===== config.mk =====
export PLATFORM = sky130hd
export DESIGN_NAME = depth_to_disparity
export DESIGN_NICKNAME = d
export VERILOG_FILES = /design/src/rtl/parallax_pkg.sv /design/src/rtl/depth_to_disparity_seq_divider.sv /design/src/rtl/depth_to_disparity.sv
export SDC_FILE = /design/constraint.sdc
export NUM_CORES = 1
export LEC_CHECK = 0
export BUFFER_PORTS_ARGS = -buffer_cell sky130_fd_sc_hd__buf_2
export CORE_ASPECT_RATIO = 2
export CORE_MARGIN = 2
export CORE_UTILIZATION = 46
export CTS_BUF_LIST = sky130_fd_sc_hd__clkbuf_8
export CTS_CLUSTER_DIAMETER = 150
export DETAILED_ROUTE_END_ITERATION = 10
export GPL_TIMING_DRIVEN = 0
export PLACE_DENSITY = 0.79
export SLEW_MARGIN = 20
export SYNTH_ARGS = -nofsm -noshare
export SYNTH_HDL_FRONTEND = slang
export SYNTH_SLANG_ARGS = --single-unit

===== constraint.sdc =====
create_clock -name clk_in -period 4 [get_ports clk_in]
set_input_delay 0.2 -clock clk_in [delete_from_list [all_inputs] [get_ports clk_in]]
set_output_delay 0.2 -clock clk_in [all_outputs]
set_load 0.01 [all_outputs]

===== src/rtl/parallax_pkg.sv =====
// Shared stereo-geometry constants and state type for the depth-to-disparity path.
// The DEPTH_TO_DISP_ROUND_EN macro (used by the top) selects a rounded divide.
package parallax_pkg;

  // Integer units chosen so that focal * baseline * pixels / sensor = 495 pixel-inches.
  localparam int RESOLUTION_WIDTH  = 1280;
  localparam int SENSOR_WIDTH      = 256;
  localparam int FOCAL_LENGTH      = 11;
  localparam int BASELINE_DISTANCE = 9;
  localparam int PARALLAX_SCALE    =
    (FOCAL_LENGTH * BASELINE_DISTANCE * RESOLUTION_WIDTH) / SENSOR_WIDTH;

  localparam int X_W     = 12;
  localparam int DIV_W   = 16;
  localparam int DEPTH_W = 8;

  localparam logic [DEPTH_W-1:0] DEPTH_INF = 8'hFF;

  typedef enum logic [1:0] {
    IDLE,
    DIVIDE,
    DONE
  } d2d_state_t;

endpackage


===== src/rtl/depth_to_disparity_seq_divider.sv =====
// Restoring divider, one quotient bit per cycle. The first step is taken on the
// start edge itself, so the quotient is ready DIV_W-1 edges later with done pulsed.
module seq_divider #(
  parameter int DIV_W = 16,
  parameter int DVS_W = 8
) (
  input  logic             clk,
  input  logic             rst_n,
  input  logic             start,
  input  logic [DIV_W-1:0] dividend,
  input  logic [DVS_W-1:0] divisor,
  output logic             busy,
  output logic             done,
  output logic [DIV_W-1:0] quotient
);

  localparam int CNT_W = $clog2(DIV_W) + 1;

  logic [DVS_W-1:0] rem;
  logic [DIV_W-1:0] quo;
  logic [DVS_W-1:0] div_q;
  logic [CNT_W-1:0] cnt;

  logic [DVS_W-1:0] src_rem;
  logic [DIV_W-1:0] src_quo;
  logic [DVS_W-1:0] src_div;
  logic [DVS_W:0]   trial;
  logic [DVS_W:0]   diff;
  logic [DVS_W-1:0] nxt_rem;
  logic [DIV_W-1:0] nxt_quo;

  // quo shifts dividend bits out of the top while quotient bits enter at the bottom.
  always_comb begin
    src_rem = start ? '0 : rem;
    src_quo = start ? dividend : quo;
    src_div = start ? divisor : div_q;
    trial   = {src_rem, src_quo[DIV_W-1]};
    diff    = trial - {1'b0, src_div};
    nxt_rem = trial[DVS_W-1:0];
    nxt_quo = {src_quo[DIV_W-2:0], 1'b0};
    if (trial >= {1'b0, src_div}) begin
      nxt_rem = diff[DVS_W-1:0];
      nxt_quo = {src_quo[DIV_W-2:0], 1'b1};
    end
  end

  always_ff @(posedge clk or negedge rst_n) begin
    if (!rst_n) begin
      rem   <= '0;
      quo   <= '0;
      div_q <= '0;
      cnt   <= '0;
      busy  <= 1'b0;
      done  <= 1'b0;
    end else if (start) begin
      rem   <= nxt_rem;
      quo   <= nxt_quo;
      div_q <= divisor;
      cnt   <= CNT_W'(DIV_W - 1);
      busy  <= 1'b1;
      done  <= 1'b0;
    end else if (busy) begin
      rem <= nxt_rem;
      quo <= nxt_quo;
      cnt <= cnt - 1'b1;
      if (cnt == CNT_W'(1)) begin
        busy <= 1'b0;
        done <= 1'b1;
      end
    end else begin
      done <= 1'b0;
    end
  end

  assign quotient = quo;

endmodule


===== src/rtl/depth_to_disparity.sv =====
// Target depth + left x -> expected disparity and predicted right x.
// Define DEPTH_TO_DISP_ROUND_EN for a round-half-up divide instead of truncation.
module depth_to_disparity
  import parallax_pkg::*;
(
  input  logic               clk_in,
  input  logic               rst_n_in,
  input  logic [DEPTH_W-1:0] depth_in,
  input  logic [X_W-1:0]     x_ref_in,
  input  logic               valid_in,
  output logic               ready_out,
  output logic [X_W-1:0]     disparity_out,
  output logic [X_W-1:0]     x_right_out,
  output logic               out_of_view_out,
  output logic               valid_out,
  input  logic               ready_in
);

  // Handshake: a transfer happens on a rising edge where valid and ready are both
  // high; valid, once raised, and its data stay put until that transfer happens.

  localparam logic [X_W-1:0] DISP_MAX = '1;

  d2d_state_t state;
  d2d_state_t nxt_state;

  logic [DEPTH_W-1:0] depth_q;
  logic [X_W-1:0]     x_q;
  logic               accept;
  logic               in_special;
  logic               q_special;
  logic               div_start;
  logic               div_busy;
  logic               div_done;
  logic [DIV_W-1:0]   dividend;
  logic [DIV_W-1:0]   quotient;
  logic               load_result;

  logic [X_W-1:0]     raw_disp;
  logic               sat;
  logic [X_W-1:0]     res_xr;
  logic               res_oov;

  assign ready_out  = (state == IDLE) && !div_busy;
  assign accept     = valid_in && ready_out;
  assign in_special = (depth_in == '0) || (depth_in == DEPTH_INF);
  assign q_special  = (depth_q == '0) || (depth_q == DEPTH_INF);
  assign div_start  = accept && !in_special;

`ifdef DEPTH_TO_DISP_ROUND_EN
  assign dividend = DIV_W'(PARALLAX_SCALE) + DIV_W'(depth_in >> 1);
`else
  assign dividend = DIV_W'(PARALLAX_SCALE);
`endif

  seq_divider #(
    .DIV_W (DIV_W),
    .DVS_W (DEPTH_W)
  ) u_div (
    .clk      (clk_in),
    .rst_n    (rst_n_in),
    .start    (div_start),
    .dividend (dividend),
    .divisor  (depth_in),
    .busy     (div_busy),
    .done     (div_done),
    .quotient (quotient)
  );

  always_ff @(posedge clk_in or negedge rst_n_in) begin
    if (!rst_n_in) begin
      depth_q <= '0;
      x_q     <= '0;
    end else if (accept) begin
      depth_q <= depth_in;
      x_q     <= x_ref_in;
    end
  end

  always_ff @(posedge clk_in or negedge rst_n_in) begin
    if (!rst_n_in) state <= IDLE;
    else           state <= nxt_state;
  end

  always_comb begin
    nxt_state   = state;
    load_result = 1'b0;
    case (state)
      IDLE:   if (valid_in && !div_busy) nxt_state = DIVIDE;
      DIVIDE: if (q_special || div_done) begin
        nxt_state   = DONE;
        load_result = 1'b1;
      end
      DONE:   if (ready_in) nxt_state = IDLE;
      default: nxt_state = IDLE;
    endcase
  end

  // Depth 0 is "at the camera": treat as maximal disparity, which also clips x_right.
  always_comb begin
    raw_disp = quotient[X_W-1:0];
    sat      = 1'b0;
    if (depth_q == '0) begin
      raw_disp = DISP_MAX;
      sat      = 1'b1;
    end else if (depth_q == DEPTH_INF) begin
      raw_disp = '0;
    end else if (quotient > DIV_W'(DISP_MAX)) begin
      raw_disp = DISP_MAX;
      sat      = 1'b1;
    end
    res_xr  = x_q - raw_disp;
    res_oov = sat;
    if (raw_disp > x_q) begin
      res_xr  = '0;
      res_oov = 1'b1;
    end
  end

  always_ff @(posedge clk_in or negedge rst_n_in) begin
    if (!rst_n_in) begin
      disparity_out   <= '0;
      x_right_out     <= '0;
      out_of_view_out <= 1'b0;
      valid_out       <= 1'b0;
    end else if (load_result) begin
      disparity_out   <= raw_disp;
      x_right_out     <= res_xr;
      out_of_view_out <= res_oov;
      valid_out       <= 1'b1;
    end else if (state == DONE && ready_in) begin
      valid_out <= 1'b0;
    end
  end

endmodule

==> impl_metrics.ini <==
[status]
status = finished, final reports clean

[critical_path]
worst_setup_sp_type = register
cp-startpoint = u_div.busy
critical_path_buf_inv_count = 4
reg2reg_from = u_div.busy
cp_data_arrival_time_ps = 4210
crit_path_max_fanout = 10
slowest_stage = sky130_fd_sc_hd__dfrtp_2
crit_required_ps = 4240
endpoint_kind = register
crit_path_class = reg -> reg
critPathMaxStageDelay_ps = 470
cpLargestDelayFamily = simple AND/OR/NAND/NOR gates
crit_path_cell_trace = nor3_4, and2_1, clkbuf_4, nand2_2, buf_4, clkbuf_4, nand2_1, nand2_1, ha_1, nor2b_1, o21ai_2, a21boi_2, o21ai_2, a21boi_2, o31ai_2, buf_4, nand2_2, mux2_2, a221o_1

[floorplan]
floorplan.initialDensity = 0.475
design.portCount = 51
floorplan.rows = 50
floorplan.core_area_um2 = 9380
die_area_um2 = 10600
dieWidth_um = 73.6
die_height_um = 143

[route]
antenna_left = 0
drt-total-wl_um = 10900
drt_first_pass_iters = 4
drt-initial-drc-count = 225
vias = 3611
routed_via_density = 5.76
avgRoutedWirePerCell_um = 17.3
drc_errors = 0

[sta]
max_slew_margin = 0.518
timing.final.max_slew_violations = 0
final.period_utilization = 0.991
finalClockSkew_ps = 9.62
timing.final.setup_violations = 0
min_period_ps = 3970
fin_hold_ws_ps = 46.0
timing_worst_slew_pin_value_ps = 723
max_clock_freq_mhz = 252
timing_hold_violations_final = 0

[synthesis]
synth.mux.area_fraction = 0.0794
ys_top_cells_by_count = 87 x sky130_fd_sc_hd__dfrtp_1, 74 x sky130_fd_sc_hd__nand2_1, 37 x sky130_fd_sc_hd__o21ai_0, 25 x sky130_fd_sc_hd__nor2_1, 20 x sky130_fd_sc_hd__a21oi_1
synth-seq-cells = 87
synthTopCellsByArea = sky130_fd_sc_hd__dfrtp_1 49%, sky130_fd_sc_hd__nand2_1 6.2%, sky130_fd_sc_hd__ha_1 5.3%, sky130_fd_sc_hd__mux2_2 4.8%, sky130_fd_sc_hd__o21ai_0 4.2%
synth-adder-area-share = 0.0695
post_synth_and_or_nand_nor_area_fraction = 0.157
synthesized_area_fraction_occupied_by_ao_oa_aoi_and_oai_cells = 0.136
synth_top_area_cell = sky130_fd_sc_hd__dfrtp_1
synth_seq_area_share = 0.488
postSynthNetCount = 495
share_of_synthesized_flip_flops_with_an_asynchronous_set_or_reset = 1.00
synth_ff_type = sky130_fd_sc_hd__dfrtp_1
synth_xor_xnor_area_share = 0.0353
avg_synthesized_cell_area_um2 = 9.92
synth_top_cell_area_share = 0.488
synth_top_family_by_area = simple AND/OR/NAND/NOR gates
synthesis.area_um2 = 4460
yosys_warnings = 0
synth_edf_count = 0
synth.most_common_cell = sky130_fd_sc_hd__dfrtp_1
synth_cell_types = 55
post_synth_inst_count = 450

[global_route]
antenna_found_initial = 0
vias_in_the_first_global_route = 3751
grt_util_all_layers = 0.215
grt_pass1_wl_um = 17300
grt-ovfl-total = 0
grt_max_degree = 47

[worst_hold_path]
timing.hold.worst.class = in -> reg
worst_hold_startpoint = ready_in

[finish]
layout.area.seq_um2 = 2180
nets = 565
synthToLayoutAreaGrowth_pct = 17.5
ant_diodes = 0
postLayoutCoreUtil = 0.559
multi_input_area_um2 = 2220
drive_above_1_share = 0.235
fin_cells = 627
fillCellCount = 813

[clocking]
cts_htree_levels = 3
numCtsBuffers = 9
tritoncts = done
cts.path.max_buffers = 2
clkSinkCount = 87
clockRootBuffer = sky130_fd_sc_hd__clkbuf_8
clk_pin_slew_worst_paths_ps = 70
worst_skew_pair.late_latency_ps = 360

[power]
power.density_nw_per_um2 = 920
power.total_mw = 4.82
vdd.ir_drop.worst_mv = 0.348
static-leakage-power_nw = 2.50

[placed_design]
detailed_place_hpwl_um = 7940
dpl.cell_count = 605
gp_routability_congestion = 0.848
buffers_on_ports = 50

[job]
max-cap-violations = 0
[kinds of logic after synthesis]
kind of cell,Yosys count
AOI/OAI and AO/OA,99
buffers and inverters,40
DFF,87
xor gates and xnor gates,18
and+or+nand+nor,149
adders and majority gates,24
muxes,33
[final cells by class]
cell class / count / area share
clock inverter: 4 / 0.00787
multi-input combinational: 323 / 0.424
timing repair buffer: 62 / 0.0704
tap: 104 / 0.0248
inverter: 19 / 0.0136
clock buffer: 10 / 0.0262
buffer: 18 / 0.0174
sequential: 87 / 0.416
[registers in the layout, summed over array words and instances, names as in the netlist]
signal / cells
u_div.done: 1
valid_out: 1
u_div.quotient: 16
depth_q: 8
u_div.busy: 1
disparity_out: 12
out_of_view_out: 1
x_right_out: 12
u_div.cnt: 5
state: 2
x_q: 12
u_div.rem: 8
u_div.div_q: 8
[report_power, final]
| group | total, mW | switching [mW] | internal (mW) | leakage, nW |
|---|---|---|---|---|
| combinational | 2.62 | 1.46 | 1.17 | 1.34 |
| clock | 0.584 | 0.292 | 0.292 | 0.102 |
| sequential | 1.61 | 0.307 | 1.31 | 1.05 |
| total | 4.82 | 2.05 | 2.77 | 2.50 |
[metal layers]
metal	vias up	share of wire	global-route usage	wire length (um)
li1	1701	-	-	-
met1	1766	0.34	0.199	3640
met3	37	0.036	0.0395	393
met5	-	0	0	0
met2	107	0.58	0.411	6320
met4	0	0.047	0.126	509
[per-stage QoR]
| step | area [um2] | worst slack [ps] | setup TNS (ps) |
|---|---|---|---|
| 2_1_floorplan | 4460 | 25.3 | 0 |
| 3_3_place_gp | 4840 | -824 | -7760 |
| 3_5_place_dp | 4870 | -1080 | -11860 |
| 4_1_cts | 5130 | 8.47 | 0 |
| 5_1_grt | 5240 | -65.9 | -116 |
| 6_report | 5240 | 34.4 | 0 |
[path summary, 6_finish.rpt]
kind	cells after the start	slack [ps]	endpoint
setup / recovery	19	30	u_div.rem[3]
setup reg to reg	19	30	u_div.rem[3]
min in group asynchronous	2	360	u_div.div_q[5]
hold / removal	2	50	state[1]
max in group asynchronous	3	3020	x_q[11]
hold reg to reg	2	480	x_right_out[6]
[layout by cell type, fill, tap and decap left out, types with 3 or more instances in the layout]
master,n
sky130_fd_sc_hd__a21oi_1,19
sky130_fd_sc_hd__clkbuf_8,10
sky130_fd_sc_hd__nand2_2,5
sky130_fd_sc_hd__buf_2,49
sky130_fd_sc_hd__ha_1,18
sky130_fd_sc_hd__o21ai_0,34
sky130_fd_sc_hd__mux2i_1,14
sky130_fd_sc_hd__clkbuf_1,9
sky130_fd_sc_hd__xnor2_1,10
sky130_fd_sc_hd__o21a_1,4
sky130_fd_sc_hd__o21ai_1,11
sky130_fd_sc_hd__nand4_1,6
sky130_fd_sc_hd__nor2b_1,5
sky130_fd_sc_hd__nor2_1,25
sky130_fd_sc_hd__nand3_1,5
sky130_fd_sc_hd__nand2_1,68
sky130_fd_sc_hd__nand2b_1,7
sky130_fd_sc_hd__mux2_2,19
sky130_fd_sc_hd__nor4_1,3
sky130_fd_sc_hd__buf_1,3
sky130_fd_sc_hd__dfrtp_1,85
sky130_fd_sc_hd__xor2_1,8
sky130_fd_sc_hd__buf_4,11
sky130_fd_sc_hd__clkbuf_4,3
sky130_fd_sc_hd__and2_1,11
sky130_fd_sc_hd__inv_1,22
[repair_timing]
action                                  in CTS  in global routing
endpoints found under the setup margin      22                 17
gates cloned                                 0                  1
hold buffers                                 1                  0
endpoints found under the hold margin       41                  0
pin swaps                                    3                  7
buffers inserted                             2                  7
resized for setup                           24                 18
Power figures use the tool's default switching activity.
